## src/rtl/shift_operand_stage.sv

```systemverilog
// Operand-2 decode and staging register feeding the barrel shifter.
// Fetches Rs for register-specified shifts and raises a bypass when the 5-bit offset cannot express the shift.
module shift_operand_stage (
    input  logic        clk,
    input  logic        rst_n,
    input  logic        flush,
    input  logic        in_valid,
    output logic        in_ready,
    input  logic [31:0] instr,
    input  logic [31:0] rm_data,
    input  logic        cpsr_c,
    output logic        rs_en,
    output logic [3:0]  rs_addr,
    input  logic [31:0] rs_data,
    output logic        out_valid,
    input  logic        out_ready,
    output logic [1:0]  s_type,
    output logic [4:0]  offset,
    output logic [31:0] op_m,
    output logic        carry_in,
    output logic        bypass,
    output logic [31:0] bypass_result,
    output logic        bypass_carry
);

    localparam logic [1:0] ST_EMPTY   = 2'd0;
    localparam logic [1:0] ST_RS_WAIT = 2'd1;
    localparam logic [1:0] ST_FULL    = 2'd2;

    typedef struct packed {
        logic [1:0]  s_type;
        logic [4:0]  offset;
        logic [31:0] op_m;
        logic        carry_in;
        logic        bypass;
        logic [31:0] bypass_result;
        logic        bypass_carry;
    } operand_t;

    // Maps an operand-2 encoding onto shifter controls; amt is Rs[7:0] and only matters for register shifts.
    function automatic operand_t decode(input logic [31:0] ins, input logic [31:0] rm,
                                        input logic c, input logic [7:0] amt);
        operand_t d;
        d          = '0;
        d.carry_in = c;
        if (ins[25]) begin
            d.s_type = 2'b11;
            d.offset = {ins[11:8], 1'b0};
            d.op_m   = {24'd0, ins[7:0]};
            // A zero rotate would read as RRX in the shifter, so the immediate goes round it.
            if (ins[11:8] == 4'd0) begin
                d.bypass        = 1'b1;
                d.bypass_result = {24'd0, ins[7:0]};
                d.bypass_carry  = c;
            end else begin
                d.bypass = 1'b0;
            end
        end else if (!ins[4]) begin
            d.s_type = ins[6:5];
            d.offset = ins[11:7];
            d.op_m   = rm;
            if (ins[6:5] == 2'b00 && ins[11:7] == 5'd0) begin
                d.bypass        = 1'b1;
                d.bypass_result = rm;
                d.bypass_carry  = c;
            end else begin
                d.bypass = 1'b0;
            end
        end else begin
            d.s_type = ins[6:5];
            d.op_m   = rm;
            if (amt == 8'd0) begin
                d.bypass        = 1'b1;
                d.bypass_result = rm;
                d.bypass_carry  = c;
            end else begin
                case (ins[6:5])
                    2'b00: begin
                        if (amt < 8'd32) begin
                            d.offset = amt[4:0];
                        end else begin
                            d.bypass        = 1'b1;
                            d.bypass_result = 32'd0;
                            d.bypass_carry  = (amt == 8'd32) ? rm[0] : 1'b0;
                        end
                    end
                    2'b01: begin
                        // Offset 0 on LSR means a full 32-bit shift in the shifter.
                        if (amt <= 8'd32) begin
                            d.offset = amt[4:0];
                        end else begin
                            d.bypass        = 1'b1;
                            d.bypass_result = 32'd0;
                            d.bypass_carry  = 1'b0;
                        end
                    end
                    2'b10: begin
                        d.offset = (amt < 8'd32) ? amt[4:0] : 5'd0;
                    end
                    default: begin
                        if (amt[4:0] != 5'd0) begin
                            d.offset = amt[4:0];
                        end else begin
                            d.bypass        = 1'b1;
                            d.bypass_result = rm;
                            d.bypass_carry  = rm[31];
                        end
                    end
                endcase
            end
        end
        return d;
    endfunction

    logic [1:0]  state_r;
    logic [1:0]  state_nxt_s;
    logic        out_valid_r;
    logic        valid_nxt_s;
    operand_t    out_r;
    operand_t    dec_nxt_s;
    logic [31:0] instr_r;
    logic [31:0] rm_r;
    logic        c_r;
    logic        accept_s;
    logic        needs_rs_s;
    logic        load_s;
    logic        latch_s;
    logic        unused_s;

    assign unused_s   = ^rs_data[31:8];
    assign needs_rs_s = !instr[25] && instr[4];
    assign in_ready   = !flush && ((state_r == ST_EMPTY) || ((state_r == ST_FULL) && out_ready));
    assign accept_s   = in_valid && in_ready;
    assign rs_en      = accept_s && needs_rs_s;
    assign rs_addr    = instr[11:8];

    // Next-state, output-register load and Rs-wait latch control.
    always_comb begin
        state_nxt_s = state_r;
        valid_nxt_s = out_valid_r;
        load_s      = 1'b0;
        latch_s     = 1'b0;
        dec_nxt_s   = decode(instr, rm_data, cpsr_c, 8'd0);
        if (flush) begin
            state_nxt_s = ST_EMPTY;
            valid_nxt_s = 1'b0;
        end else begin
            case (state_r)
                ST_EMPTY: begin
                    if (accept_s && needs_rs_s) begin
                        state_nxt_s = ST_RS_WAIT;
                        latch_s     = 1'b1;
                    end else if (accept_s) begin
                        state_nxt_s = ST_FULL;
                        valid_nxt_s = 1'b1;
                        load_s      = 1'b1;
                    end else begin
                        state_nxt_s = ST_EMPTY;
                    end
                end
                ST_RS_WAIT: begin
                    state_nxt_s = ST_FULL;
                    valid_nxt_s = 1'b1;
                    load_s      = 1'b1;
                    dec_nxt_s   = decode(instr_r, rm_r, c_r, rs_data[7:0]);
                end
                ST_FULL: begin
                    if (out_ready && accept_s && needs_rs_s) begin
                        state_nxt_s = ST_RS_WAIT;
                        valid_nxt_s = 1'b0;
                        latch_s     = 1'b1;
                    end else if (out_ready && accept_s) begin
                        valid_nxt_s = 1'b1;
                        load_s      = 1'b1;
                    end else if (out_ready) begin
                        state_nxt_s = ST_EMPTY;
                        valid_nxt_s = 1'b0;
                    end else begin
                        state_nxt_s = ST_FULL;
                    end
                end
                default: begin
                    state_nxt_s = ST_EMPTY;
                    valid_nxt_s = 1'b0;
                end
            endcase
        end
    end

    // State, output register and pending-operand storage.
    always_ff @(posedge clk or negedge rst_n) begin
        if (!rst_n) begin
            state_r     <= ST_EMPTY;
            out_valid_r <= 1'b0;
            out_r       <= '0;
            instr_r     <= 32'd0;
            rm_r        <= 32'd0;
            c_r         <= 1'b0;
        end else begin
            state_r     <= state_nxt_s;
            out_valid_r <= valid_nxt_s;
            if (load_s) begin
                out_r <= dec_nxt_s;
            end
            if (latch_s) begin
                instr_r <= instr;
                rm_r    <= rm_data;
                c_r     <= cpsr_c;
            end
        end
    end

    assign out_valid     = out_valid_r;
    assign s_type        = out_r.s_type;
    assign offset        = out_r.offset;
    assign op_m          = out_r.op_m;
    assign carry_in      = out_r.carry_in;
    assign bypass        = out_r.bypass;
    assign bypass_result = out_r.bypass_result;
    assign bypass_carry  = out_r.bypass_carry;

endmodule

```

## config.mk

```make
export PLATFORM = sky130hd
export DESIGN_NAME = shift_operand_stage
export DESIGN_NICKNAME = d
export VERILOG_FILES = /design/src/rtl/shift_operand_stage.sv
export SDC_FILE = /design/constraint.sdc
export NUM_CORES = 1
export LEC_CHECK = 0
export ABC_AREA = 1
export BUFFER_PORTS_ARGS = -buffer_cell sky130_fd_sc_hd__buf_2
export CORE_AREA = 5 5 138 140
export CTS_BUF_LIST = sky130_fd_sc_hd__clkbuf_4 sky130_fd_sc_hd__clkbuf_8 sky130_fd_sc_hd__clkbuf_16
export DETAILED_ROUTE_END_ITERATION = 10
export DIE_AREA = 0 0 143 145
export PLACE_DENSITY_LB_ADDON = 0.3
export SKIP_LAST_GASP = 1
export SLEW_MARGIN = 10
export SYNTH_ARGS = -nofsm -noshare
export SYNTH_HDL_FRONTEND = slang
export SYNTH_SLANG_ARGS = --single-unit
```

## constraint.sdc

```tcl
create_clock -name clk -period 1.9 [get_ports clk]
set_input_delay 0.095 -clock clk [delete_from_list [all_inputs] [get_ports clk]]
set_output_delay 0.095 -clock clk [all_outputs]
set_load 0.02 [all_outputs]
```

======== Word level (Yosys, flattened, before mapping) ========
Index checks and enable logic that the tools add are counted.
operators by class
  add/sub/neg operators ................... 0
  multiply operators ...................... 0
  divide/modulo/power cells ............... 0
  order comparisons ....................... 2
  eq/ne operators ......................... 9
  shifts and indexed selects .............. 0
  mux-type cells .......................... 53
  bitwise operators ....................... 0
  reduce and logical (&&, ||, !) cells .... 23
operators with widths
  operator                                                         number
  2-to-1 mux 34 bit                                                8
  2-to-1 mux 74 bit                                                2
  case mux 34 bit (3 select lines)                                 1
  2-to-1 mux 39 bit                                                2
  2-to-1 mux 37 bit                                                2
  2-to-1 mux 33 bit                                                2
  2-to-1 mux 5 bit                                                 4
  2-to-1 mux 1 bit                                                 19
  2-to-1 mux 9 bit                                                 2
  2-to-1 mux 2 bit                                                 6
  logical NOT 5 bit                                                2
  case mux 5 bit (2 select lines)                                  1
  logical AND 1 bit                                                9
  equality test 8 x 6 -> 1 bit (second input constant)             1
  less-or-equal comparator 8 x 6 -> 1 bit (second input constant)  1
  logical NOT 4 bit                                                2
  logical NOT 8 bit                                                1
  < comparator 8 x 6 -> 1 bit (second input constant)              1
  logical NOT 2 bit                                                3
  inequality test 3 bit (second input constant)                    2
  case mux 1 bit (3 select lines)                                  2
  case mux 2 bit (3 select lines)                                  1
  inequality test 5 x 3 -> 1 bit (second input constant)           1
  nonzero test 5 bit                                               1
  other kinds (8)                                                  11
storage, ports and cells
  register bits after elaboration ......... 136
  latch bits .............................. 0
  memory bits (writable) .................. 0
  bits in read-only memories .............. 0
  bits of input ports ..................... 102
  output and inout bits ................... 81
  memories kept ........................... 0

======== Logic depth before layout (Yosys ltp) ========
  depth in word-level cells ............... 10
  mapped depth ............................ 10

======== Worst setup path before layout ========
OpenSTA, ideal clock, no wires.
  path type ............................... register to register
  from .................................... register instr_r[4]
  to ...................................... register out_r (netlist bit bypass_result[19])
  library setup time ...................... 0.065 ns
  arrival time ............................ 1.489 ns
  required time ........................... 1.835 ns
  slack ................................... 0.346 ns
  cell stages (with the launch flop) ...... 10
  buffers on the path ..................... 2
  clock period less this slack ............ 1.554 ns
  cells stage by stage .................... dfrtp_1 buf_6 or2_1 or2_4 o21ai_4 buf_6 nand3_1 nand2_1 nand2_1 nand2_1
between the ends
  cells in the longest elaborated chain, start to end .. 4
ends and longest elaborated chain
  item                      RTL line  text
  start: declaration        121       logic [31:0] instr_r;
  start signal: assignment  206       instr_r <= instr;
  2-to-1 mux 34 bit         58        end else if (!ins[4]) begin
  2-to-1 mux 34 bit         46        if (ins[25]) begin
  2-to-1 mux 74 bit         148       case (state_r)
  2-to-1 mux 74 bit         144       if (flush) begin
  end signal: assignment    203       out_r <= dec_nxt_s;
  end: declaration          119       operand_t out_r;
Every way passes these cells.
A chain may end at the register's enable or synchronous reset.

======== Worst setup path in the final report ========
  from .................................... register state_r[1]
  to ...................................... output port rs_en
between the ends
  cells in the longest elaborated chain, start to end .. 6
ends and longest elaborated chain
  item                      RTL line  text
  start: declaration        115       logic [1:0] state_r;
  start signal: assignment  200       state_r <= state_nxt_s;
  equality test 2 bit       132       assign in_ready = !flush && ((state_r == ST_EMPTY) || ((state_r == ST_FULL) && out_ready));
  logical AND 1 bit         132
  logical OR 1 bit *        132
  logical AND 1 bit *       132
  logical AND 1 bit *       133       assign accept_s = in_valid && in_ready;
  logical AND 1 bit *       134       assign rs_en = accept_s && needs_rs_s;
  end: declaration          12        output logic rs_en,
Mark *: on every way between the ends. The rest lies on a longest branch, timed or not.

==> flow_summary.json <==
{
  "ios": 183,
  "hp-class": "input pin to flop",
  "yosys.area.top_type": "dfrtp_1",
  "tritoncts": "done",
  "synthesis.nets": 1015,
  "synth-seq-cells": 123,
  "whs_ns": 0.0644,
  "synth.area.top_cells": "dfrtp_1 (47%), nand2_1 (22%), nand3_1 (7.7%)",
  "seqCellArea_um2": 3080,
  "cts.sinks": 123,
  "syn_inst": 913,
  "nNetsFinal": 1198,
  "slew_viol_final": 0,
  "seq_area_frac_synth_pct": 46.9,
  "yosysWarnings": 0,
  "htreeDepth": 4,
  "critical_path.endpoint_type": "primary output",
  "worstSetupPathType": "flop to primary output",
  "globalplace.congestion": 0.866,
  "period_needed_ns": 1.82,
  "antenna-diode-count": 0,
  "chipHeight_um": 145,
  "final_util_pct": 49.0,
  "synthDistinctLibCells": 38,
  "cpMostUsedCell": "buf_4",
  "rsz0062_at_grt": "no",
  "tns_ns": 0,
  "syn_area_um2": 6570,
  "powerDensity_nw_per_um2": 1010,
  "critPathArrivalTime_ns": 1.73,
  "core_area_um2": 17700,
  "rows": 49,
  "final_antenna_net_count": 0,
  "async_reset_ff_share_pct": 100,
  "hold_viol_final": 0,
  "port_buffers": 139,
  "fin_skew_ns": 0.0203,
  "die-area_um2": 20700,
  "area_growth_syn_to_layout_pct": 32.2,
  "fill_cells": 1798,
  "max_stage_delay_ns": 0.44,
  "worst_ep_required_time_ns": 1.80,
  "drt-wirelength-per-cell_um": 15.0,
  "numCtsBuffers": 17,
  "r2r_start": "instr_r[5]",
  "initial_core_util_pct": 37.1,
  "first_pass_iters": 6,
  "layout.cells.non_filler": 1338,
  "drv_cap": 0,
  "syn_area_per_cell_um2": 7.19,
  "setup.worst_path.start": "state_r[1]",
  "drive_gt1_share_pct": 20.8,
  "worstHoldStart": "flush",
  "fp.dieW_um": 143,
  "drt-initial-drc-count": 470,
  "wirelength_mm": 20.1,
  "setup_viol": 0,
  "dp_hpwl_mm": 13.5,
  "clk_pin_slew_ns": 0.05,
  "grt_pass1_wl_mm": 32.4,
  "grt_usage_pct": 19.4,
  "multi_input_area_um2": 2880,
  "clock.fmax_mhz": 549,
  "critical_path.startpoint_type": "flop",
  "synth_flop_cell": "dfrtp_1",
  "slowest_stage": "dfrtp_2",
  "grt_antenna_before_repair": 0,
  "clockBufferDepth": 2,
  "grt_pass1_vias": 6411,
  "synth-edff-count": 0,
  "vias": 6538,
  "setup_ws_ns": 0.0783,
  "synth_top_area_share_pct": 46.9,
  "clockRootBuffer": "clkbuf_16",
  "dp_slack_ns": 0.145,
  "cp_max_fo": 15,
  "grt_overflow": 0,
  "worstMarginPinSlew_ns": 0.582,
  "irDropWorstVdd_uv": 666,
  "relSlewSlack_pct": 61.2,
  "drc": 0,
  "dpl.cell_count": 1258,
  "avgViaCountPerCell": 4.89,
  "period_share_pct": 95.9,
  "grt_max_degree": 48,
  "power.leakage_nw": 4.63,
  "worstPathCellList": "nand2_1, nand4_2, buf_4, nor2_4, buf_8, buf_4",
  "status": "finished, final reports clean",
  "insertion_delay_ns": 0.43
}
flip-flops by register name, summed over array words and instances (netlist names):
name,flops
s_type,2
bypass_result,32
state_r,2
bypass,1
carry_in,1
offset,5
instr_r,13
op_m,32
out_valid,1
bypass_carry,1
rm_r,32
c_r,1
synth_stat cells (3+ instances only):
cell	number
nor3_1	4
buf_6	7
buf_4	6
or2_2	5
o22ai_1	3
o21ai_0	70
buf_2	15
inv_2	6
a21oi_1	17
o21ai_1	16
inv_1	67
nand3_1	101
clkbuf_1	23
nand2_1	391
nand4_1	4
nor2_1	34
dfrtp_1	123
cell families (layout without fill, tap and decap cells):
group,count (synthesis),in the layout,synth area share (%)
simple gates,550,550,34.8
buf+inv,129,325,9.47
flops,123,123,46.9
compound gates,111,111,8.86
through the flow:
| step | total power, mW | instance area, um2 |
|---|---|---|
| 4_1_cts | 8.83 | 8650 |
| 3_3_place_gp | 5.28 | 7550 |
| 2_1_floorplan | 4.56 | 6570 |
| 5_1_grt | 9.23 | 8680 |
| 3_5_place_dp | 5.31 | 7550 |
| 6_report | 8.76 | 8680 |
per-layer routing:
| metal | global-route usage, % | vias up | share of wire [%] |
|---|---|---|---|
| li1 | - | 3258 | - |
| met2 | 31.2 | 226 | 47 |
| met3 | 4.38 | 24 | 7.0 |
| met5 | 0 | - | 0 |
| met1 | 26.0 | 3030 | 45 |
| met4 | 5.99 | 0 | 1.6 |
layout make-up:
class                           instances  share of cell area, %
Timing Repair Buffer                  219                   17.6
Multi-Input combinational cell        661                   33.2
Inverter                               74                   3.26
Clock buffer                           19                   5.22
Sequential cell                       123                   35.5
Tap cell                              229                   3.30
Clock inverter                         13                   1.93
path summary, 6_finish.rpt:
check                                     to  slack [ns]  depth (start not counted)
max in group asynchronous         state_r[1]        1.03                          3
hold / removal                    state_r[1]        0.06                          4
setup / recovery                       rs_en        0.08                          6
hold reg to reg            bypass_result[12]        0.47                          2
min in group asynchronous  bypass_result[22]        0.21                          2
setup reg to reg           bypass_result[17]        0.15                          9
critical path: cells and delay by family, from the launching register on:
family                 cells  cell delay (ns)
buffers and inverters      3             0.50
flip-flops                 1             0.44
AND/OR/NAND/NOR            3             0.36
placed cells by master (no fill, tap or decap), types with 2 or more instances in the layout:
master / n
a21oi_1: 17
buf_12: 7
buf_2: 137
buf_4: 27
bufinv_16: 3
clkbuf_16: 18
clkbuf_8: 2
clkinv_4: 3
clkinvlp_4: 5
dfrtp_1: 122
dlygate4sd3_1: 46
inv_1: 65
inv_2: 7
inv_4: 2
nand2_1: 391
nand3_1: 101
nand4_1: 4
nor2_1: 34
nor3_1: 4
o21ai_0: 70
o21ai_1: 15
o21ai_4: 2
o22ai_1: 3
or2_2: 5
repair_timing:
action | in CTS | in global routing
pin swaps | 1 | 0
setup buffers | 1 | 0
gates cloned | 0 | 1
hold buffers | 46 | 0
endpoints found under the hold margin | 84 | 0
setup endpoints to repair | 1 | 24
resized for setup | 1 | 7
power breakdown:
part | leakage, nW | internal [mW] | switching [mW]
combinational | 2.78 | 0.685 | 1.25
clock | 0.288 | 2.14 | 1.28
sequential | 1.57 | 3.12 | 0.290
No activity file was read; power rests on OpenSTA's default activity.
